File: src/rtl/repeat_scan_ctrl_pkg.sv
// Shared types for the repeat_scan_ctrl slice: controller FSM states and requester ids.
package repeat_scan_ctrl_pkg;

  typedef enum logic [1:0] {
    StIdle  = 2'd0,
    StShift = 2'd1,
    StDone  = 2'd2
  } state_e;

  localparam logic REQ0 = 1'b0;
  localparam logic REQ1 = 1'b1;

endpackage

File: src/rtl/repeat_detector.sv
// Serial repeated-bit detector: flags a bit equal to the previous enabled bit.
module repeat_detector (
  input  logic clk,
  input  logic rst,
  input  logic clr,
  input  logic en,
  input  logic in_bit,
  output logic out_bit
);

  logic prev_bit_q;
  logic have_prev_q;

  always_ff @(posedge clk) begin
    if (rst || clr) begin
      prev_bit_q  <= 1'b0;
      have_prev_q <= 1'b0;
    end else if (en) begin
      prev_bit_q  <= in_bit;
      have_prev_q <= 1'b1;
    end
  end

  // Mealy output: the hit is visible in the same cycle the bit is presented.
  assign out_bit = en & have_prev_q & (in_bit == prev_bit_q);

endmodule

File: src/rtl/repeat_scan_ctrl.sv
// Round-robin front end that serialises words from two requesters through one
// repeat_detector and reports the per-word repeat count tagged with the requester id.
module repeat_scan_ctrl
  import repeat_scan_ctrl_pkg::*;
#(
  parameter int unsigned WIDTH = 8,
  parameter int unsigned CNT_W = 4
) (
  input  logic             clk,
  input  logic             rst,
  input  logic             req0_valid,
  input  logic [WIDTH-1:0] req0_data,
  output logic             req0_ready,
  input  logic             req1_valid,
  input  logic [WIDTH-1:0] req1_data,
  output logic             req1_ready,
  output logic             res_valid,
  output logic             res_id,
  output logic [CNT_W-1:0] res_count,
  output logic             busy
);

  localparam int unsigned IdxW = $clog2(WIDTH);
  localparam logic [IdxW-1:0] LastIdx = IdxW'(WIDTH - 1);

  state_e           state_q;
  logic [WIDTH-1:0] shreg_q;
  logic [IdxW-1:0]  bit_idx_q;
  logic [CNT_W-1:0] count_q;
  logic             last_grant_q;
  logic             id_q;
  logic             res_valid_q;
  logic             res_id_q;
  logic [CNT_W-1:0] res_count_q;

  logic             idle_ok;
  logic             hs0;
  logic             hs1;
  logic             det_clr;
  logic             det_en;
  logic             det_hit;
  logic [CNT_W-1:0] count_next;

  // On contention the requester that did not win last time gets the grant.
  assign idle_ok    = (state_q == StIdle) && !rst;
  assign req0_ready = idle_ok && req0_valid && (!req1_valid || (last_grant_q == REQ1));
  assign req1_ready = idle_ok && req1_valid && (!req0_valid || (last_grant_q == REQ0));

  assign hs0 = req0_valid && req0_ready;
  assign hs1 = req1_valid && req1_ready;

  assign det_clr    = hs0 || hs1;
  assign det_en     = (state_q == StShift);
  assign count_next = count_q + CNT_W'(det_hit);

  repeat_detector u_detector (
    .clk     (clk),
    .rst     (rst),
    .clr     (det_clr),
    .en      (det_en),
    .in_bit  (shreg_q[0]),
    .out_bit (det_hit)
  );

  always_ff @(posedge clk) begin
    if (rst) begin
      state_q      <= StIdle;
      shreg_q      <= '0;
      bit_idx_q    <= '0;
      count_q      <= '0;
      last_grant_q <= REQ1;
      id_q         <= REQ0;
      res_valid_q  <= 1'b0;
      res_id_q     <= REQ0;
      res_count_q  <= '0;
    end else begin
      res_valid_q <= 1'b0;
      unique case (state_q)
        StIdle: begin
          if (hs0 || hs1) begin
            shreg_q      <= hs1 ? req1_data : req0_data;
            bit_idx_q    <= '0;
            count_q      <= '0;
            last_grant_q <= hs1;
            id_q         <= hs1;
            state_q      <= StShift;
          end
        end
        StShift: begin
          count_q   <= count_next;
          shreg_q   <= shreg_q >> 1;
          bit_idx_q <= bit_idx_q + IdxW'(1);
          if (bit_idx_q == LastIdx) begin
            res_valid_q <= 1'b1;
            res_id_q    <= id_q;
            res_count_q <= count_next;
            state_q     <= StDone;
          end
        end
        StDone: begin
          state_q <= StIdle;
        end
        default: begin
          state_q <= StIdle;
        end
      endcase
    end
  end

  assign res_valid = res_valid_q;
  assign res_id    = res_id_q;
  assign res_count = res_count_q;
  assign busy      = (state_q == StShift) || (state_q == StDone);

endmodule

File: config.mk
export PLATFORM = sky130hd
export DESIGN_NAME = repeat_scan_ctrl
export DESIGN_NICKNAME = d
export VERILOG_FILES = /design/src/rtl/repeat_scan_ctrl_pkg.sv /design/src/rtl/repeat_detector.sv /design/src/rtl/repeat_scan_ctrl.sv
export SDC_FILE = /design/constraint.sdc
export NUM_CORES = 1
export LEC_CHECK = 0
export ABC_AREA = 1
export CORE_UTILIZATION = 46
export CTS_CLUSTER_SIZE = 16
export DETAILED_ROUTE_END_ITERATION = 8
export PLACE_DENSITY = 0.76
export SYNTH_ARGS = -nofsm -noshare
export SYNTH_HDL_FRONTEND = slang
export SYNTH_SLANG_ARGS = --single-unit
File: constraint.sdc
create_clock -name clk -period 2 [get_ports clk]
set_clock_uncertainty 0.05 [all_clocks]
set_input_delay 0.2 -clock clk [delete_from_list [all_inputs] [get_ports clk]]
set_output_delay 0.2 -clock clk [all_outputs]
set_load 0.02 [all_outputs]
# Word-level counts from Yosys, hierarchy flattened
# Index checks and enable logic that the tools add are counted.
# totals
register_bits,27
inputBits,20
out_inout_bits,9
# classes
n_addsub,2
n_eq_ne,6
n_mux,11
n_bitwise,4
n_reduce_logical,22
# op_table
op,n
8-bit 2-to-1 mux,2
8-bit case mux with 2 select lines,1
4-bit case mux with 2 select lines,1
2-bit AND reduction,4
1-bit logical AND,7
3-bit case mux with 2 select lines,1
1-bit logical OR,5
4-bit by 1-bit adder with 4-bit output,1
2-bit 2-to-1 mux,2
4-bit 2-to-1 mux,1
2-bit case mux with 2 select lines,1
"3-bit by 1-bit adder with 3-bit output, second input constant",1
"3-bit == test, second input constant",1
1-bit logical NOT,3
3-bit 2-to-1 mux,1
1-bit bitwise AND,2
"2-bit by 1-bit == test with 1-bit output, second input constant",1
"2-bit == test, second input constant",1
2-bit logical NOT,1
"2-bit by 1-bit != test with 1-bit output, second input constant",1
"2-bit != test, second input constant",1
1-bit NOT,2
2-bit nonzero test,1
2-bit OR reduction,1
2 further kinds,2

# Depth between registers and ports, before layout
# Gate-level depths: netlist of run 1.
# logic_depth
word_depth,8
mapped_depth,11
depth_no_buf,10

# Cells and area by module
# Synthesis of run 1 repeated with hierarchy kept, for this count alone.
# unflattened
hier_cells,219
hier_area_um2,1488.9
# modules_own_cells
mod,instances,cells_per_inst,area_each_um2,seq_area_each_um2
repeat_scan_ctrl,1,204,1391.3,500.5
repeat_detector,1,15,97.6,40.0

# Worst setup path after synthesis of run 1
# No wires, ideal clock.
# synth_timing
kind,reg2reg
startpoint,register state_q[1]
endpoint,register count_q[2]
setup_ps,71
t_arrival_ps,1811
t_required_ps,1879
path_slack_ps,68
path_stages_with_launch,12
path_cell_list,dfxtp_1 -> inv_1 -> ha_1 -> buf_2 -> buf_1 -> nand2_1 -> nor2_1 -> ha_1 -> ha_1 -> xor2_1 -> nand3_1 -> a21oi_1
# synth_between
elab_chain_cells,8
elab_cells_between_ends,17
classes_between,add/sub: 1; eq/ne: 2; mux: 1; bitwise: 2; reduce/logical: 11
# synth_lines
item,line_no,rtl
start: declaration,repeat_scan_ctrl.sv:26,state_e state_q;
start signal: assignment,repeat_scan_ctrl.sv:67,state_q <= StIdle;
start signal: assignment,repeat_scan_ctrl.sv:86,state_q <= StShift;
start signal: assignment,repeat_scan_ctrl.sv:97,state_q <= StDone;
branches (longest 8 deep; another with 4-bit by 1-bit adder with 4-bit output),--,
end signal: assignment,repeat_scan_ctrl.sv:90,count_q <= count_next;
end: declaration,repeat_scan_ctrl.sv:29,logic [CNT_W-1:0] count_q;
# Parallel ways; which one is timed is not known.
# A chain may end at the register's enable or synchronous reset.

# Worst setup path in the final report of run 1
# layout_timing
startpoint,register state_q[1]
endpoint,output port req0_ready
# layout_between
elab_chain_cells,4
# layout_lines
item,line_no,rtl
2-bit logical NOT,repeat_scan_ctrl.sv:45,assign idle_ok = (state_q == StIdle) && !rst;
1-bit logical AND,repeat_scan_ctrl.sv:45,
1-bit logical AND (2 in a row),repeat_scan_ctrl.sv:46,assign req0_ready = idle_ok && req0_valid && (!req1_valid || (last_grant_q == REQ1));
end: declaration,repeat_scan_ctrl.sv:13,"output logic req0_ready,"
# No other way between the ends.

==> results by group, run 1 <==
Die
  – Chip Width: 59.0 um
  – I/O pin count: 29
  – Row count: 20
  – Core Region: 3080 um2
  – Starting Density: 0.486
  – Die Ht: 59.0 um
  – Full die area: 3480 um2

Drt
  – Iteration-0 DRC Markers: 38
  – First-pass iteration count of the detailed router: 4
  – Via Count: 1420
  – Final WL: 2970 um
  – Vias per cell: 4.88
  – WL per Instance: 10.2 um
  – ANT nets after route: 0
  – # DRC: 0

Timing
  – Fin Hold WS: 0.436 ns
  – RSZ-0062 raised after global routing: false
  – Setup WS post-layout: 0.151 ns
  – Final hold vios: 0
  – Setup TNS: 0 ns
  – Worst Max-Slew Pin Slew: 0.258 ns
  – Final period util: 0.924
  – Slew Viols, Final: 0
  – Period minus WS final: 1.85 ns
  – Max Freq: 0.541 GHz
  – Final setup vio count: 0
  – Slew headroom: 0.828

Synth
  – Syn_nets: 244
  – Flops & latches, synth: 27
  – Top cell type by total area after synthesis: dfxtp_1
  – Area share of the leading cell type in the synthesized netlist: 0.362
  – Main area contributors after synthesis: dfxtp_1, nor2_1, nand2_1
  – Area of the mapped netlist: 1500 um2
  – Most common flop cell mapped by yosys: dfxtp_1
  – Fraction of registers with async set/reset: 0
  – Sequential element share of the synthesized area: 0.362
  – Syn Area/Cell: 6.92 um2
  – Ys Warns: 0
  – Post-synth EDFFs: 0
  – Post-synth cell types: 25
  – Syn Inst Count: 216

Setup path
  – Crit path required time: 1.75 ns
  – Worst reg2reg path endpoint: shreg_q[6]
  – Crit Reg-Reg Startpoint: state_q[0]
  – Worst setup path endpoint: req0_ready
  – CP Capture Type: output port
  – Reg2Reg Depth: 8
  – Worst-path maximum fanout: 4
  – Critical path class: reg2out
  – Crit path launch type: register
  – Worst EP arrival: 1.60 ns
  – Worst Setup SP: state_q[1]
  – Register-to-register setup slack: 0.30 ns

Clock network
  – Clock transition at path regs: 0.16 ns
  – CTS tree: yes
  – Postcts setup bufs: 0
  – # H-tree levels: 1
  – Num CTS Buffers: 3
  – Sink Count: 27
  – Worst skew pair latency: 0.33 ns
  – CTS max path bufs: 2
  – CTS root buf: clkbuf_4

Power
  – Clock network power share: 0.148
  – Max VDD drop: 0.00112 V
  – Register share of total power: 0.413
  – Cell Int Power: 1.02 mW
  – Power Dens Cells: 894 nW/um2
  – Gate power share: 0.439
  – Pwr Total: 1.68 mW
  – Leak pwr: 0.918 nW
  – Net Sw Frac: 0.391
  – Switching Power: 0.657 mW

Min path
  – Hold_sp: id_q
  – Min-Delay Path Class: reg2reg

Finish
  – Share of cells above drive strength 1: 0.101
  – ANT cells: 0
  – Nets: 276
  – Final instance area: 1880 um2
  – Util after Layout: 0.611
  – Area delta synth->final: 25.7%
  – Finished Layout Cells: 291

Global routing
  – Initial antenna violation count: 0
  – GRT Total Usage: 0.203
  – GR Util met1: 0.270
  – First-pass GRT wire length: 5460 um
  – Largest net degree at the start of global routing: 27
  – Met3 usage: 0.0437
  – Grt ovf: 0
  – GR peak layer: met2
  – Grt met2 use: 0.343
  – Vias in the first global route: 1305

Placement
  – Cell area after placement: 1850 um2
  – Final Wtd Congestion: 0.781
  – Post-DP HPWL: 2180 um
  – Placed cell count: 287
  – PortBufs: 28
  – Post-Place Setup Slack: 0.114 ns

Run status
  – Status: finished clean

Job
  – Max Cap Viol: 0
cells in the mapped netlist (2+ instances only):
master    count
buf_4         4
dfxtp_1      27
inv_2         2
xor2_1        2
nor3_1        2
inv_1        27
buf_6         2
nand2_2       2
o21ai_0      12
nand3_2       3
nand3_1      10
nor2_1       41
clkbuf_1      2
nand2_1      40
a21oi_1       9
buf_1         2
nand4_1      14
ha_1          8
critical path, cell delays in order, from the launching register on:
cell,delay [ns]
dfxtp_1,0.34
inv_1,0.11
ha_2,0.23
inv_2,0.06
nor2_4,0.09
nand3_2,0.08
inv_1,0.07
clkdlybuf4s15_1,0.30
timing repair:
action / in CTS / in global routing
setup endpoints to repair: 2 / 2
endpoints found under the hold margin: 0 / 0
hold buffers: 0 / 0
resized for setup: 3 / 2
power groups by stage:
stage / registers (mW) / clock network [mW] / logic [mW]
after CTS: 0.694 / 0.256 / 0.745
after global placement: 0.703 / 0 / 0.733
after floorplan: 0.692 / 0 / 0.546
after global routing: 0.706 / 0.278 / 0.839
final: 0.695 / 0.248 / 0.738
after detailed placement: 0.705 / 0 / 0.743
registers in the layout (all words and copies together), names as in the netlist:
| name | cells |
|---|---|
| id_q | 1 |
| bit_idx_q | 3 |
| u_detector.prev_bit_q | 1 |
| last_grant_q | 1 |
| res_id | 1 |
| res_count | 4 |
| res_valid | 1 |
| count_q | 4 |
| state_q | 2 |
| shreg_q | 8 |
| u_detector.have_prev_q | 1 |
worst min-delay path by stage:
stage                         endpoint  slack (ns)  depth (start not counted)
after floorplan           res_count[3]        0.31                          3
after global placement            id_q        0.40                          2
after detailed placement          id_q        0.41                          2
after CTS                         id_q        0.43                          2
after global routing              id_q        0.46                          2
final                             id_q        0.44                          2
per-layer routing:
metal  routed length [um]  up-vias  share of wire
met5                    0        -              0
met4                   13        0         0.0044
met3                   95        2          0.032
met2                 1460       19           0.49
met1                 1400      650           0.47
li1                     -      749              -
final cells by class:
| class | instances | area, um2 |
|---|---|---|
| clock inverters | 1 | 7.51 |
| flip-flops and latches | 27 | 541 |
| fillers | 306 | 1200 |
| well taps | 44 | 55.1 |
| clock buffers | 3 | 22.5 |
| repair buffers | 38 | 369 |
| inverters | 29 | 109 |
| multi-input cells | 149 | 776 |
cells by family after synthesis:
family | after synthesis | synth area share
muxes | 1 | 0.00669
AOI/OAI and AO/OA | 22 | 0.0753
buffers and inverters | 40 | 0.121
and+or+nand+nor | 115 | 0.351
xor gates and xnor gates | 3 | 0.0176
adders and majority gates | 8 | 0.0669
DFF | 27 | 0.362
cells in the final DEF (no fill, tap or decap):
master | synthesis | final
buf_12 | 0 | 1
nand3_2 | 3 | 3
clkdlybuf4s50_1 | 0 | 25
nand4_1 | 14 | 14
nand2_2 | 2 | 2
nand3_1 | 10 | 10
o211ai_1 | 1 | 1
mux2i_1 | 1 | 1
nor2_1 | 41 | 41
dlygate4sd2_1 | 0 | 1
ha_2 | 0 | 1
xnor2_1 | 1 | 1
clkdlybuf4s15_1 | 0 | 1
nand2_1 | 40 | 40
nor3_1 | 2 | 2
or2_2 | 1 | 1
dlymetal6s2s_1 | 0 | 1
buf_4 | 4 | 9
nand4_2 | 1 | 1
inv_1 | 27 | 27
a21oi_1 | 9 | 9
clkbuf_4 | 0 | 3
xor2_1 | 2 | 2
ha_1 | 8 | 7
dfxtp_1 | 27 | 27
inv_2 | 2 | 2
nor2_4 | 1 | 1
clkinvlp_4 | 0 | 1
o21ai_0 | 12 | 12
(Power assumes the default switching activity.)
==> run 2, diff against run 1 <==
Settings changed: SLEW_MARGIN set to 20.
==> results of run 2 <==
No change in the layout: final DEF, timing and power equal those of run 1.
